<file path="src/rtl/htif_pkg.sv">
// Shared state encoding and HTIF device/command codes for htif_monitor.
package htif_pkg;

  typedef enum logic [1:0] {
    ST_RUN   = 2'd0,
    ST_DRAIN = 2'd1,
    ST_DONE  = 2'd2
  } htif_state_e;

  localparam logic [7:0] HTIF_DEV_SYSCALL = 8'd0;
  localparam logic [7:0] HTIF_DEV_CONSOLE = 8'd1;
  localparam logic [7:0] HTIF_CMD_PUTCHAR = 8'd1;

endpackage

</file>
<file path="src/rtl/htif_monitor_if.sv">
// Data-memory store bus observed by htif_monitor; the core drives, the monitor listens.
interface htif_monitor_if;
  // Strobe-only bus with no back-pressure: a store is taken on every clock
  // edge where storeValid is high; byteEnable selects the written lanes.
  logic        storeValid;
  logic [31:0] d_address;
  logic [31:0] storeData;
  logic [3:0]  byteEnable;

  modport master (output storeValid, d_address, storeData, byteEnable);
  modport slave  (input  storeValid, d_address, storeData, byteEnable);
endinterface

</file>
<file path="src/rtl/htif_watchdog.sv">
// Saturating RUN-cycle counter; flags the edge on which the count reaches TIMEOUT.
module htif_watchdog #(
  parameter int unsigned TIMEOUT = 200_000
) (
  input  logic        clock,
  input  logic        reset,
  input  logic        run,
  output logic [31:0] cycle_count,
  output logic        timeout_hit
);

  logic [31:0] count_next;

  assign count_next  = (cycle_count == 32'hFFFF_FFFF) ? cycle_count : cycle_count + 32'd1;
  // Hit is raised while the count is about to become TIMEOUT, so halt and the
  // final count appear together and the count freezes at exactly TIMEOUT.
  assign timeout_hit = run && (count_next == TIMEOUT);

  always_ff @(posedge clock) begin
    if (reset) begin
      cycle_count <= 32'd0;
    end else if (run) begin
      cycle_count <= count_next;
    end
  end

endmodule

</file>
<file path="src/rtl/htif_monitor.sv">
// HTIF tohost monitor: exit/timeout detection, drain delay, optional console
// output compiled in with macro HTIF_CONSOLE_EN.
module htif_monitor
  import htif_pkg::*;
#(
  parameter logic [31:0] TOHOST  = 32'h0000_1000,
  parameter int unsigned TIMEOUT = 200_000,
  parameter int unsigned DRAIN   = 4
) (
  input  logic          clock,
  input  logic          reset,
  htif_monitor_if.slave bus,
  output logic          halt,
  output logic          done,
  output logic          pass,
  output logic [30:0]   exit_code,
  output logic          timeout,
  output logic          char_valid,
  output logic [7:0]    char_data,
  output logic [31:0]   cycle_count,
  output htif_state_e   state
);

  localparam int DW = $clog2(DRAIN + 1) + 1;

  htif_state_e   state_q, state_d;
  logic [7:0]    hi_dev;
  logic [DW-1:0] drain_cnt;
  logic          in_run, full_word, wr_lo, hi_we;
  logic          exit_fire, timeout_hit, timeout_fire, drain_end;

  assign state     = state_q;
  assign in_run    = (state_q == ST_RUN);
  assign full_word = bus.storeValid && (bus.byteEnable == 4'b1111);
  assign wr_lo     = full_word && (bus.d_address == TOHOST);
  assign hi_we     = in_run && full_word && (bus.d_address == TOHOST + 32'd4);

  assign exit_fire    = in_run && wr_lo && (hi_dev == HTIF_DEV_SYSCALL) && bus.storeData[0];
  assign timeout_fire = timeout_hit && !exit_fire;
  assign drain_end    = (state_q == ST_DRAIN) && (drain_cnt == DW'(DRAIN));

  htif_watchdog #(.TIMEOUT(TIMEOUT)) u_watchdog (
    .clock       (clock),
    .reset       (reset),
    .run         (in_run),
    .cycle_count (cycle_count),
    .timeout_hit (timeout_hit)
  );

  always_ff @(posedge clock) begin
    if (reset) state_q <= ST_RUN;
    else       state_q <= state_d;
  end

  always_comb begin
    state_d = state_q;
    case (state_q)
      ST_RUN:   if (exit_fire || timeout_fire) state_d = ST_DRAIN;
      ST_DRAIN: if (drain_end) state_d = ST_DONE;
      ST_DONE:  state_d = ST_DONE;
      default:  state_d = ST_RUN;
    endcase
  end

  always_ff @(posedge clock) begin
    if (reset) begin
      hi_dev    <= 8'd0;
      drain_cnt <= '0;
      halt      <= 1'b0;
      done      <= 1'b0;
      pass      <= 1'b0;
      exit_code <= 31'd0;
      timeout   <= 1'b0;
    end else begin
      if (hi_we) hi_dev <= bus.storeData[31:24];
      if (exit_fire) begin
        halt      <= 1'b1;
        pass      <= (bus.storeData == 32'd1);
        exit_code <= bus.storeData[31:1];
        timeout   <= 1'b0;
      end else if (timeout_fire) begin
        halt      <= 1'b1;
        pass      <= 1'b0;
        exit_code <= 31'd0;
        timeout   <= 1'b1;
      end
      if (state_q == ST_DRAIN) drain_cnt <= drain_cnt + DW'(1);
      done <= (state_d == ST_DONE);
    end
  end

`ifdef HTIF_CONSOLE_EN
  logic [7:0] hi_cmd;
  logic       char_fire;

  assign char_fire = in_run && wr_lo && (hi_dev == HTIF_DEV_CONSOLE) && (hi_cmd == HTIF_CMD_PUTCHAR);

  always_ff @(posedge clock) begin
    if (reset) begin
      hi_cmd     <= 8'd0;
      char_valid <= 1'b0;
      char_data  <= 8'd0;
    end else begin
      if (hi_we) hi_cmd <= bus.storeData[23:16];
      char_valid <= char_fire;
      if (char_fire) char_data <= bus.storeData[7:0];
    end
  end
`else
  assign char_valid = 1'b0;
  assign char_data  = 8'd0;
`endif

endmodule

</file>
<file path="src/flat_wrapper.sv">
// flat-port wrapper written by rule: the top's interface ports become plain ports
module htif_monitor_flat import htif_pkg::*;
#(
  parameter logic [31:0] TOHOST  = 32'h0000_1000,
  parameter int unsigned TIMEOUT = 200_000,
  parameter int unsigned DRAIN   = 4
)
  (clock, reset, halt, done, pass, exit_code, timeout, char_valid, char_data, cycle_count, state, bus_storeValid, bus_d_address, bus_storeData, bus_byteEnable);
  htif_monitor_if bus_i ();
  input  logic clock;
  input  logic reset;
  output logic halt;
  output logic done;
  output logic pass;
  output logic [30:0] exit_code;
  output logic timeout;
  output logic char_valid;
  output logic [7:0] char_data;
  output logic [31:0] cycle_count;
  output htif_state_e state;
  input wire logic [$bits(bus_i.storeValid)-1:0] bus_storeValid;
  input wire logic [$bits(bus_i.d_address)-1:0] bus_d_address;
  input wire logic [$bits(bus_i.storeData)-1:0] bus_storeData;
  input wire logic [$bits(bus_i.byteEnable)-1:0] bus_byteEnable;
  assign bus_i.storeValid = bus_storeValid;
  assign bus_i.d_address = bus_d_address;
  assign bus_i.storeData = bus_storeData;
  assign bus_i.byteEnable = bus_byteEnable;
  htif_monitor #(.TOHOST(TOHOST), .TIMEOUT(TIMEOUT), .DRAIN(DRAIN)) u_core (.clock(clock), .reset(reset), .bus(bus_i), .halt(halt), .done(done), .pass(pass), .exit_code(exit_code), .timeout(timeout), .char_valid(char_valid), .char_data(char_data), .cycle_count(cycle_count), .state(state));
endmodule
</file>
<file path="config.mk">
export PLATFORM = sky130hd
export DESIGN_NAME = htif_monitor_flat
export DESIGN_NICKNAME = d
export VERILOG_FILES = /design/src/rtl/htif_pkg.sv /design/src/rtl/htif_monitor_if.sv /design/src/rtl/htif_watchdog.sv /design/src/rtl/htif_monitor.sv /design/src/flat_wrapper.sv
export SDC_FILE = /design/constraint.sdc
export NUM_CORES = 1
export LEC_CHECK = 0
export CORE_AREA = 2 2 70 139
export DETAILED_ROUTE_END_ITERATION = 6
export DIE_AREA = 0 0 72 141
export PLACE_DENSITY = 0.93
export SLEW_MARGIN = 20
export SYNTH_ARGS = -nofsm -noshare
export SYNTH_HDL_FRONTEND = slang
export SYNTH_HIERARCHICAL = 1
export SYNTH_SLANG_ARGS = --single-unit
</file>
<file path="constraint.sdc">
create_clock -name clock -period 6.6 [get_ports clock]
set_clock_uncertainty 0.05 [all_clocks]
set_input_delay 1.32 -clock clock [delete_from_list [all_inputs] [get_ports clock]]
set_output_delay 1.32 -clock clock [all_outputs]
set_load 0.01 [all_outputs]
</file>
==> results of run 1 <==
==> metrics by stage <==
step | util | cells
final | 0.662 | 754
after global routing | 0.662 | 754
after global placement | 0.626 | 738
after detailed placement | 0.626 | 738
after CTS | 0.662 | 754
after floorplan | - | 530
==> state kept, by name, summed over array words and instances, names as in the netlist <==
signal / cells
u_core/exit_code: 31
u_core/hi_dev: 8
u_core/state: 2
u_core/done: 1
u_core/pass: 1
u_core/halt: 1
u_core/timeout: 1
u_core/u_watchdog/cycle_count: 32
u_core/drain_cnt: 4
==> cells by family (layout without fill, tap and decap cells) <==
| kind of cell | Yosys count | in the layout | share of synthesized area |
|---|---|---|---|
| and+or+nand+nor | 270 | 270 | 0.310 |
| AOI/OAI and AO/OA | 36 | 36 | 0.0631 |
| DFF | 81 | 81 | 0.362 |
| adders and majority gates | 3 | 3 | 0.00837 |
| buffers and inverters | 44 | 164 | 0.0731 |
| xor gates and xnor gates | 42 | 42 | 0.0820 |
| muxes | 45 | 45 | 0.101 |
| other | 1 | 9 | 0.000836 |
==> critical path: stages (launching register included) <==
cell,delay [ns]
sky130_fd_sc_hd__dfxtp_1,0.57
sky130_fd_sc_hd__nand3_4,0.19
sky130_fd_sc_hd__or3_1,0.56
sky130_fd_sc_hd__nor4_1,0.64
sky130_fd_sc_hd__mux2i_1,0.27
sky130_fd_sc_hd__o2111ai_1,0.13
sky130_fd_sc_hd__or4_1,0.57
sky130_fd_sc_hd__nor4_2,0.47
sky130_fd_sc_hd__nor2_2,0.07
sky130_fd_sc_hd__buf_4,0.25
sky130_fd_sc_hd__nand2_1,0.11
sky130_fd_sc_hd__mux2i_1,0.08
==> worst paths after layout <==
check	from	endpoint	slack [ns]	cells after the start
setup reg to reg	u_core/u_watchdog/cycle_count[7]$_SDFFE_PP0P_	u_core/exit_code[25]$_SDFFE_PP0P_	2.49	11
hold reg to reg	u_core/exit_code[20]$_SDFFE_PP0P_	u_core/exit_code[20]$_SDFFE_PP0P_	0.41	2
hold / removal	u_core/exit_code[20]$_SDFFE_PP0P_	u_core/exit_code[20]$_SDFFE_PP0P_	0.41	2
setup / recovery	u_core/u_watchdog/cycle_count[7]$_SDFFE_PP0P_	u_core/exit_code[25]$_SDFFE_PP0P_	2.49	11
==> Yosys cell counts (4+ instances only) <==
library cell and instances:
sky130_fd_sc_hd__xor2_1 25, sky130_fd_sc_hd__nor3_1 13, sky130_fd_sc_hd__clkbuf_1 16, sky130_fd_sc_hd__nand2_1 104, sky130_fd_sc_hd__nand4_1 10, sky130_fd_sc_hd__inv_1 5
sky130_fd_sc_hd__or3_1 6, sky130_fd_sc_hd__nor2_1 53, sky130_fd_sc_hd__buf_6 5, sky130_fd_sc_hd__nand3_1 18, sky130_fd_sc_hd__buf_12 4, sky130_fd_sc_hd__xnor2_1 17
sky130_fd_sc_hd__buf_4 10, sky130_fd_sc_hd__mux2i_1 44, sky130_fd_sc_hd__nor2b_1 4, sky130_fd_sc_hd__nor4_1 18, sky130_fd_sc_hd__a21oi_1 9, sky130_fd_sc_hd__dfxtp_1 81
==> metal layers <==
layer,GRT usage,share of wire,vias up
met5,0,0,-
met4,0.107,0.029,0
met3,0.0565,0.063,28
met2,0.405,0.51,197
met1,0.300,0.40,1990
li1,-,-,2049
==> report_power, final <==
group / total [mW] / internal (mW) / switching [mW]
combinational: 0.0805 / 0.0481 / 0.0324
clock: 0.552 / 0.338 / 0.214
sequential: 0.494 / 0.490 / 0.00324
==> cell type report <==
type                    count  area (um2)
fillers                   749        3110
multi-input cells         405        2570
flip-flops and latches     81        1620
repair buffers            143        1420
clock buffers               9         225
well taps                 104         130
clock inverters             7         104
inverters                   5        18.8
==> flow_results.xml, run 1 <==
<?xml version="1.0" encoding="UTF-8"?>
<metrics>
  <group name="worst_hold_path">
    <metric name="worst_hold_path_type" unit="">flip-flop to flip-flop</metric>
  </group>
  <group name="floorplan">
    <metric name="die_h" unit="um">141</metric>
    <metric name="die-area" unit="um2">10200</metric>
    <metric name="num_io_pins" unit="">149</metric>
    <metric name="initial_cell_density_of_the_core" unit="">0.488</metric>
    <metric name="fp.coreArea" unit="um2">9200</metric>
    <metric name="rows" unit="">50</metric>
    <metric name="die_width" unit="um">72</metric>
  </group>
  <group name="pwr">
    <metric name="power.leakage" unit="nW">2.14</metric>
    <metric name="total_power" unit="mW">1.13</metric>
    <metric name="peakVddDrop" unit="uV">163</metric>
    <metric name="power_per_cell_area" unit="nW/um2">185</metric>
  </group>
  <group name="sta">
    <metric name="postLayoutSetupSlackWorst" unit="ns">2.49</metric>
    <metric name="worst_slew_pin_slew" unit="ns">0.728</metric>
    <metric name="final_min_period_over_clock_period" unit="">0.623</metric>
    <metric name="setup_total_negative_slack" unit="ns">0</metric>
    <metric name="period_minus_slack" unit="ns">4.11</metric>
    <metric name="rsz0062_at_grt" unit="">false</metric>
    <metric name="count_of_endpoints_failing_hold_in_the_final_timing_report" unit="">0</metric>
    <metric name="relSlewSlack" unit="">0.511</metric>
    <metric name="fin_worst_hold_slack" unit="ns">0.406</metric>
    <metric name="slew_viol_final" unit="">0</metric>
    <metric name="fmax" unit="MHz">243</metric>
    <metric name="final-setup-viol-count" unit="">0</metric>
  </group>
  <group name="cells_and_area">
    <metric name="design.final.nets" unit="">719</metric>
    <metric name="post_route_cells_drive_above_1_share" unit="">0.0785</metric>
    <metric name="syn_to_final_growth" unit="%">35.8</metric>
    <metric name="most_frequent_standard_cell_in_the_layout_excluding_fill_and_tap_cells" unit="">sky130_fd_sc_hd__clkdlybuf4s50_1</metric>
    <metric name="antenna_cells_inserted" unit="">0</metric>
    <metric name="mostFrequentLayoutCells" unit="">sky130_fd_sc_hd__clkdlybuf4s50_1 (139), sky130_fd_sc_hd__nand2_1 (104), sky130_fd_sc_hd__dfxtp_1 (81)</metric>
    <metric name="layout.cell_area.non_filler" unit="um2">6090</metric>
  </group>
  <group name="grt">
    <metric name="grt_max_degree" unit="">44</metric>
    <metric name="globalRouteTotalUtil" unit="">0.245</metric>
    <metric name="antenna_violations_before_repair" unit="">0</metric>
    <metric name="grt_first_pass_wirelength" unit="um">19800</metric>
    <metric name="globalRoute.totalOverflow" unit="">0</metric>
    <metric name="vias_in_the_first_global_route" unit="">4092</metric>
  </group>
  <group name="status">
    <metric name="status" unit="">complete, no violations</metric>
  </group>
  <group name="critical_path">
    <metric name="worst-setup-path-type" unit="">flip-flop to flip-flop</metric>
    <metric name="worst-endpoint-required" unit="ns">6.75</metric>
    <metric name="critical_path_arrival" unit="ns">4.26</metric>
    <metric name="startpoint_type" unit="">flip-flop</metric>
    <metric name="critical_path_peak_fanout" unit="">32</metric>
    <metric name="worstSetupEndpointType" unit="">flip-flop</metric>
  </group>
  <group name="synthesis">
    <metric name="number_of_instances_in_the_synthesized_netlist" unit="">522</metric>
    <metric name="synth_top_cell_by_area" unit="">sky130_fd_sc_hd__dfxtp_1</metric>
    <metric name="synth_top_area_frac" unit="">0.362</metric>
    <metric name="ys_seq_area_frac" unit="">0.362</metric>
    <metric name="yosysWarnings" unit="">6</metric>
    <metric name="postSynthRegisterBits" unit="">81</metric>
    <metric name="synthesis.area_per_instance" unit="um2">8.59</metric>
    <metric name="synth_enable_flop_cells" unit="">0</metric>
    <metric name="netlist-cell-type-count" unit="">64</metric>
    <metric name="synth_area" unit="um2">4480</metric>
    <metric name="synth_async_sr_flop_share" unit="">0</metric>
    <metric name="yosys_most_used_dff" unit="">sky130_fd_sc_hd__dfxtp_1</metric>
    <metric name="synthTopCellsByArea" unit="">sky130_fd_sc_hd__dfxtp_1 (36%), sky130_fd_sc_hd__mux2i_1 (9.8%), sky130_fd_sc_hd__nand2_1 (8.7%), sky130_fd_sc_hd__xor2_1 (4.9%), sky130_fd_sc_hd__nor2_1 (4.4%)</metric>
  </group>
  <group name="placed_design">
    <metric name="pre_cts_slack" unit="ns">2.58</metric>
    <metric name="numPortBuffers" unit="">139</metric>
    <metric name="detailedPlacementHpwl" unit="um">9070</metric>
    <metric name="placedInstanceArea" unit="um2">5760</metric>
    <metric name="gpl.final_weighted_congestion" unit="">1.02</metric>
  </group>
  <group name="clock_network">
    <metric name="clk_latency" unit="ns">0.34</metric>
    <metric name="post_cts.repair.setup_buffers" unit="">0</metric>
    <metric name="htree_num_levels" unit="">3</metric>
    <metric name="total_of_cells_resized_after_clock_tree_synthesis" unit="">0</metric>
    <metric name="clk_pin_slew_worst_paths" unit="ns">0.07</metric>
    <metric name="ctsRootBufferMaster" unit="">sky130_fd_sc_hd__clkbuf_16</metric>
    <metric name="cts.sinks" unit="">81</metric>
    <metric name="cts_buffer_depth" unit="">2</metric>
    <metric name="tritoncts_clock_tree" unit="">yes</metric>
    <metric name="number_of_buffers_created_by_cts" unit="">9</metric>
    <metric name="cts_hold_repair.buffers" unit="">0</metric>
  </group>
  <group name="run">
    <metric name="cap_viol_max_count" unit="">0</metric>
  </group>
  <group name="routing">
    <metric name="final_wirelength" unit="um">12300</metric>
    <metric name="drt-vias-per-instance" unit="">5.66</metric>
    <metric name="avgRoutedWirePerCell" unit="um">16.3</metric>
    <metric name="drt_first_iter_violations" unit="">300</metric>
    <metric name="drc" unit="">0</metric>
    <metric name="via_count" unit="">4264</metric>
    <metric name="route.antenna.remaining_nets" unit="">0</metric>
    <metric name="drtPass1Iterations" unit="">4</metric>
  </group>
</metrics>
Power figures use the tool's default switching activity.
==> run 2: changes to the inputs <==
- CORE_AREA: 2 2 70 139 -> 2 2 77 152
- DIE_AREA: 0 0 72 141 -> 0 0 79 154
- PLACE_DENSITY: 0.93 -> 0.83
- clock period: 6.6 -> 3.6 ns (I/O delays scaled with it)
==> flow_results.xml, run 2 (synthesis gave the netlist of run 1 again) <==
<?xml version="1.0" encoding="UTF-8"?>
<metrics>
  <group name="routing">
    <metric name="drt-vias-per-instance" unit="">5.45</metric>
    <metric name="final_wirelength" unit="um">14700</metric>
    <metric name="via_count" unit="">4505</metric>
    <metric name="drt_first_iter_violations" unit="">221</metric>
    <metric name="avgRoutedWirePerCell" unit="um">17.8</metric>
    <metric name="drc" unit="">0</metric>
    <metric name="drtPass1Iterations" unit="">5</metric>
    <metric name="route.antenna.remaining_nets" unit="">0</metric>
  </group>
  <group name="pwr">
    <metric name="peakVddDrop" unit="uV">239</metric>
    <metric name="total_switching_power" unit="mW">0.429</metric>
    <metric name="power_per_cell_area" unit="nW/um2">298</metric>
    <metric name="total_power" unit="mW">1.90</metric>
    <metric name="seqPwrFrac" unit="">0.474</metric>
    <metric name="power.leakage" unit="nW">2.31</metric>
    <metric name="p_comb_frac" unit="">0.082</metric>
    <metric name="intPower" unit="mW">1.47</metric>
    <metric name="switching_share" unit="">0.226</metric>
    <metric name="pwr-share-clk" unit="">0.443</metric>
  </group>
  <group name="critical_path">
    <metric name="critPathCapture" unit="">u_core/exit_code[30]$_SDFFE_PP0P_</metric>
    <metric name="worstSetupEndpointType" unit="">flip-flop</metric>
    <metric name="worst-setup-path-type" unit="">flip-flop to flip-flop</metric>
    <metric name="critical_path.startpoint" unit="">u_core/u_watchdog/cycle_count[24]$_SDFFE_PP0P_</metric>
    <metric name="r2r_start" unit="">u_core/u_watchdog/cycle_count[24]$_SDFFE_PP0P_</metric>
    <metric name="worst_r2r_path_depth" unit="">11</metric>
    <metric name="critical_path_peak_fanout" unit="">16</metric>
    <metric name="startpoint_type" unit="">flip-flop</metric>
    <metric name="worst-endpoint-required" unit="ns">3.75</metric>
    <metric name="crit-reg2reg-capture" unit="">u_core/exit_code[30]$_SDFFE_PP0P_</metric>
    <metric name="ff2ff_setup_slack" unit="ns">0.19</metric>
    <metric name="critical_path_arrival" unit="ns">3.56</metric>
  </group>
  <group name="floorplan">
    <metric name="die_width" unit="um">79</metric>
    <metric name="fp.coreArea" unit="um2">10900</metric>
    <metric name="die_h" unit="um">154</metric>
    <metric name="initial_cell_density_of_the_core" unit="">0.410</metric>
    <metric name="num_io_pins" unit="">149</metric>
    <metric name="die-area" unit="um2">12200</metric>
    <metric name="rows" unit="">54</metric>
  </group>
  <group name="status">
    <metric name="status" unit="">complete, no violations</metric>
  </group>
  <group name="clock_network">
    <metric name="clk_latency" unit="ns">0.34</metric>
    <metric name="ctsRootBufferMaster" unit="">sky130_fd_sc_hd__clkbuf_16</metric>
    <metric name="cts_buffer_depth" unit="">2</metric>
    <metric name="number_of_buffers_created_by_cts" unit="">9</metric>
    <metric name="tritoncts_clock_tree" unit="">yes</metric>
    <metric name="clk_pin_slew_worst_paths" unit="ns">0.06</metric>
    <metric name="htree_num_levels" unit="">3</metric>
    <metric name="cts.sinks" unit="">81</metric>
    <metric name="cts_hold_repair.buffers" unit="">0</metric>
  </group>
  <group name="worst_hold_path">
    <metric name="worst_hold_path_type" unit="">flip-flop to flip-flop</metric>
    <metric name="worstHoldPathCells" unit="">2</metric>
  </group>
  <group name="cells_and_area">
    <metric name="mostFrequentLayoutCells" unit="">sky130_fd_sc_hd__clkdlybuf4s50_1 (139), sky130_fd_sc_hd__nand2_1 (104), sky130_fd_sc_hd__dfxtp_1 (79)</metric>
    <metric name="most_frequent_standard_cell_in_the_layout_excluding_fill_and_tap_cells" unit="">sky130_fd_sc_hd__clkdlybuf4s50_1</metric>
    <metric name="antenna_cells_inserted" unit="">0</metric>
    <metric name="syn_to_final_growth" unit="%">42.2</metric>
    <metric name="largestRegisters" unit="">u_core/u_watchdog/cycle_count x32, u_core/exit_code x31, u_core/hi_dev x8</metric>
    <metric name="fin_cells" unit="">827</metric>
    <metric name="design.final.nets" unit="">756</metric>
    <metric name="post_route_cells_drive_above_1_share" unit="">0.130</metric>
    <metric name="largest_register_ff_count" unit="">32</metric>
    <metric name="layout.cell_area.non_filler" unit="um2">6380</metric>
    <metric name="fill_cells" unit="">990</metric>
    <metric name="registers.top_by_ff_count" unit="">u_core/u_watchdog/cycle_count</metric>
  </group>
  <group name="sta">
    <metric name="slew_viol_final" unit="">0</metric>
    <metric name="final-setup-viol-count" unit="">0</metric>
    <metric name="relSlewSlack" unit="">0.503</metric>
    <metric name="fmax" unit="MHz">293</metric>
    <metric name="postLayoutSetupSlackWorst" unit="ns">0.186</metric>
    <metric name="final_min_period_over_clock_period" unit="">0.948</metric>
    <metric name="setup_total_negative_slack" unit="ns">0</metric>
    <metric name="period_minus_slack" unit="ns">3.41</metric>
    <metric name="worst_slew_pin_slew" unit="ns">0.745</metric>
    <metric name="count_of_endpoints_failing_hold_in_the_final_timing_report" unit="">0</metric>
  </group>
  <group name="grt">
    <metric name="globalRouteTotalUtil" unit="">0.239</metric>
    <metric name="vias_in_the_first_global_route" unit="">4635</metric>
    <metric name="grt_first_pass_wirelength" unit="um">22800</metric>
    <metric name="antenna_violations_before_repair" unit="">0</metric>
    <metric name="grt_max_degree" unit="">41</metric>
    <metric name="globalRoute.totalOverflow" unit="">0</metric>
  </group>
  <group name="placed_design">
    <metric name="numPortBuffers" unit="">139</metric>
    <metric name="pre_cts_slack" unit="ns">0.00408</metric>
    <metric name="placedInstanceArea" unit="um2">6070</metric>
    <metric name="detailedPlacementHpwl" unit="um">11300</metric>
    <metric name="gpl.final_weighted_congestion" unit="">0.970</metric>
    <metric name="dp.cells" unit="">809</metric>
  </group>
  <group name="run">
    <metric name="cap_viol_max_count" unit="">0</metric>
  </group>
</metrics>
-- run 2: power by group through the flow --
stage | clock, mW | combinational (mW) | sequential [mW]
global placement | 0 | 0.150 | 0.922
floorplan | 0 | 0.0550 | 0.923
finish | 0.843 | 0.156 | 0.902
CTS | 0.862 | 0.154 | 0.902
global route | 0.906 | 0.167 | 0.902
detailed placement | 0 | 0.152 | 0.922
-- run 2: layout make-up --
| class | count | area, um2 | area share |
|---|---|---|---|
| Multi-Input combinational cell | 406 | 2590 | 0.407 |
| Timing Repair Buffer | 179 | 1690 | 0.265 |
| Sequential cell | 81 | 1620 | 0.255 |
| Clock buffer | 11 | 243 | 0.0381 |
| Tap cell | 140 | 175 | 0.0275 |
| Clock inverter | 5 | 31.3 | 0.00491 |
| Inverter | 5 | 18.8 | 0.00294 |
-- run 2: stage by stage --
| step | util | hold slack, ns |
|---|---|---|
| global route | 0.583 | 0.422 |
| global placement | 0.554 | 0.392 |
| floorplan | - | 0.388 |
| finish | 0.583 | 0.413 |
| CTS | 0.581 | 0.412 |
| detailed placement | 0.555 | 0.401 |
-- run 2: repair_timing --
action                                  4_1_cts  5_1_grt
pin swaps                                     0        2
endpoints found under the setup margin       10       33
buffers inserted                              0        1
gates resized for setup                       1        3
gates cloned                                  0        1
-- run 2: worst min path at each step --
stage	slack (ns)	to	startpoint
floorplan	0.39	u_core/hi_dev[2]$_SDFFE_PP0P_	u_core/hi_dev[2]$_SDFFE_PP0P_
CTS	0.41	u_core/exit_code[9]$_SDFFE_PP0P_	u_core/exit_code[9]$_SDFFE_PP0P_
global route	0.42	u_core/exit_code[14]$_SDFFE_PP0P_	u_core/exit_code[14]$_SDFFE_PP0P_
global placement	0.39	u_core/exit_code[13]$_SDFFE_PP0P_	u_core/exit_code[13]$_SDFFE_PP0P_
detailed placement	0.40	u_core/exit_code[9]$_SDFFE_PP0P_	u_core/exit_code[9]$_SDFFE_PP0P_
finish	0.41	u_core/exit_code[9]$_SDFFE_PP0P_	u_core/exit_code[9]$_SDFFE_PP0P_
-- run 2: per-layer routing --
layer	GRT usage	part of all wire	vias to the layer above
li1	-	-	2125
met2	0.452	0.55	204
met3	0.0540	0.061	50
met4	0.131	0.051	0
met1	0.229	0.34	2126
met5	0	0	-
-- run 2: worst max-delay path, cell delays in order (launching register included) --
cell,delay [ns]
sky130_fd_sc_hd__dfxtp_1,0.49
sky130_fd_sc_hd__nand2_2,0.16
sky130_fd_sc_hd__or3_4,0.39
sky130_fd_sc_hd__or4_1,0.72
sky130_fd_sc_hd__a211oi_2,0.27
sky130_fd_sc_hd__a41oi_1,0.06
sky130_fd_sc_hd__or4_1,0.46
sky130_fd_sc_hd__nor4_4,0.15
sky130_fd_sc_hd__buf_4,0.18
sky130_fd_sc_hd__nor2_2,0.15
sky130_fd_sc_hd__nand2_1,0.12
sky130_fd_sc_hd__mux2i_1,0.07
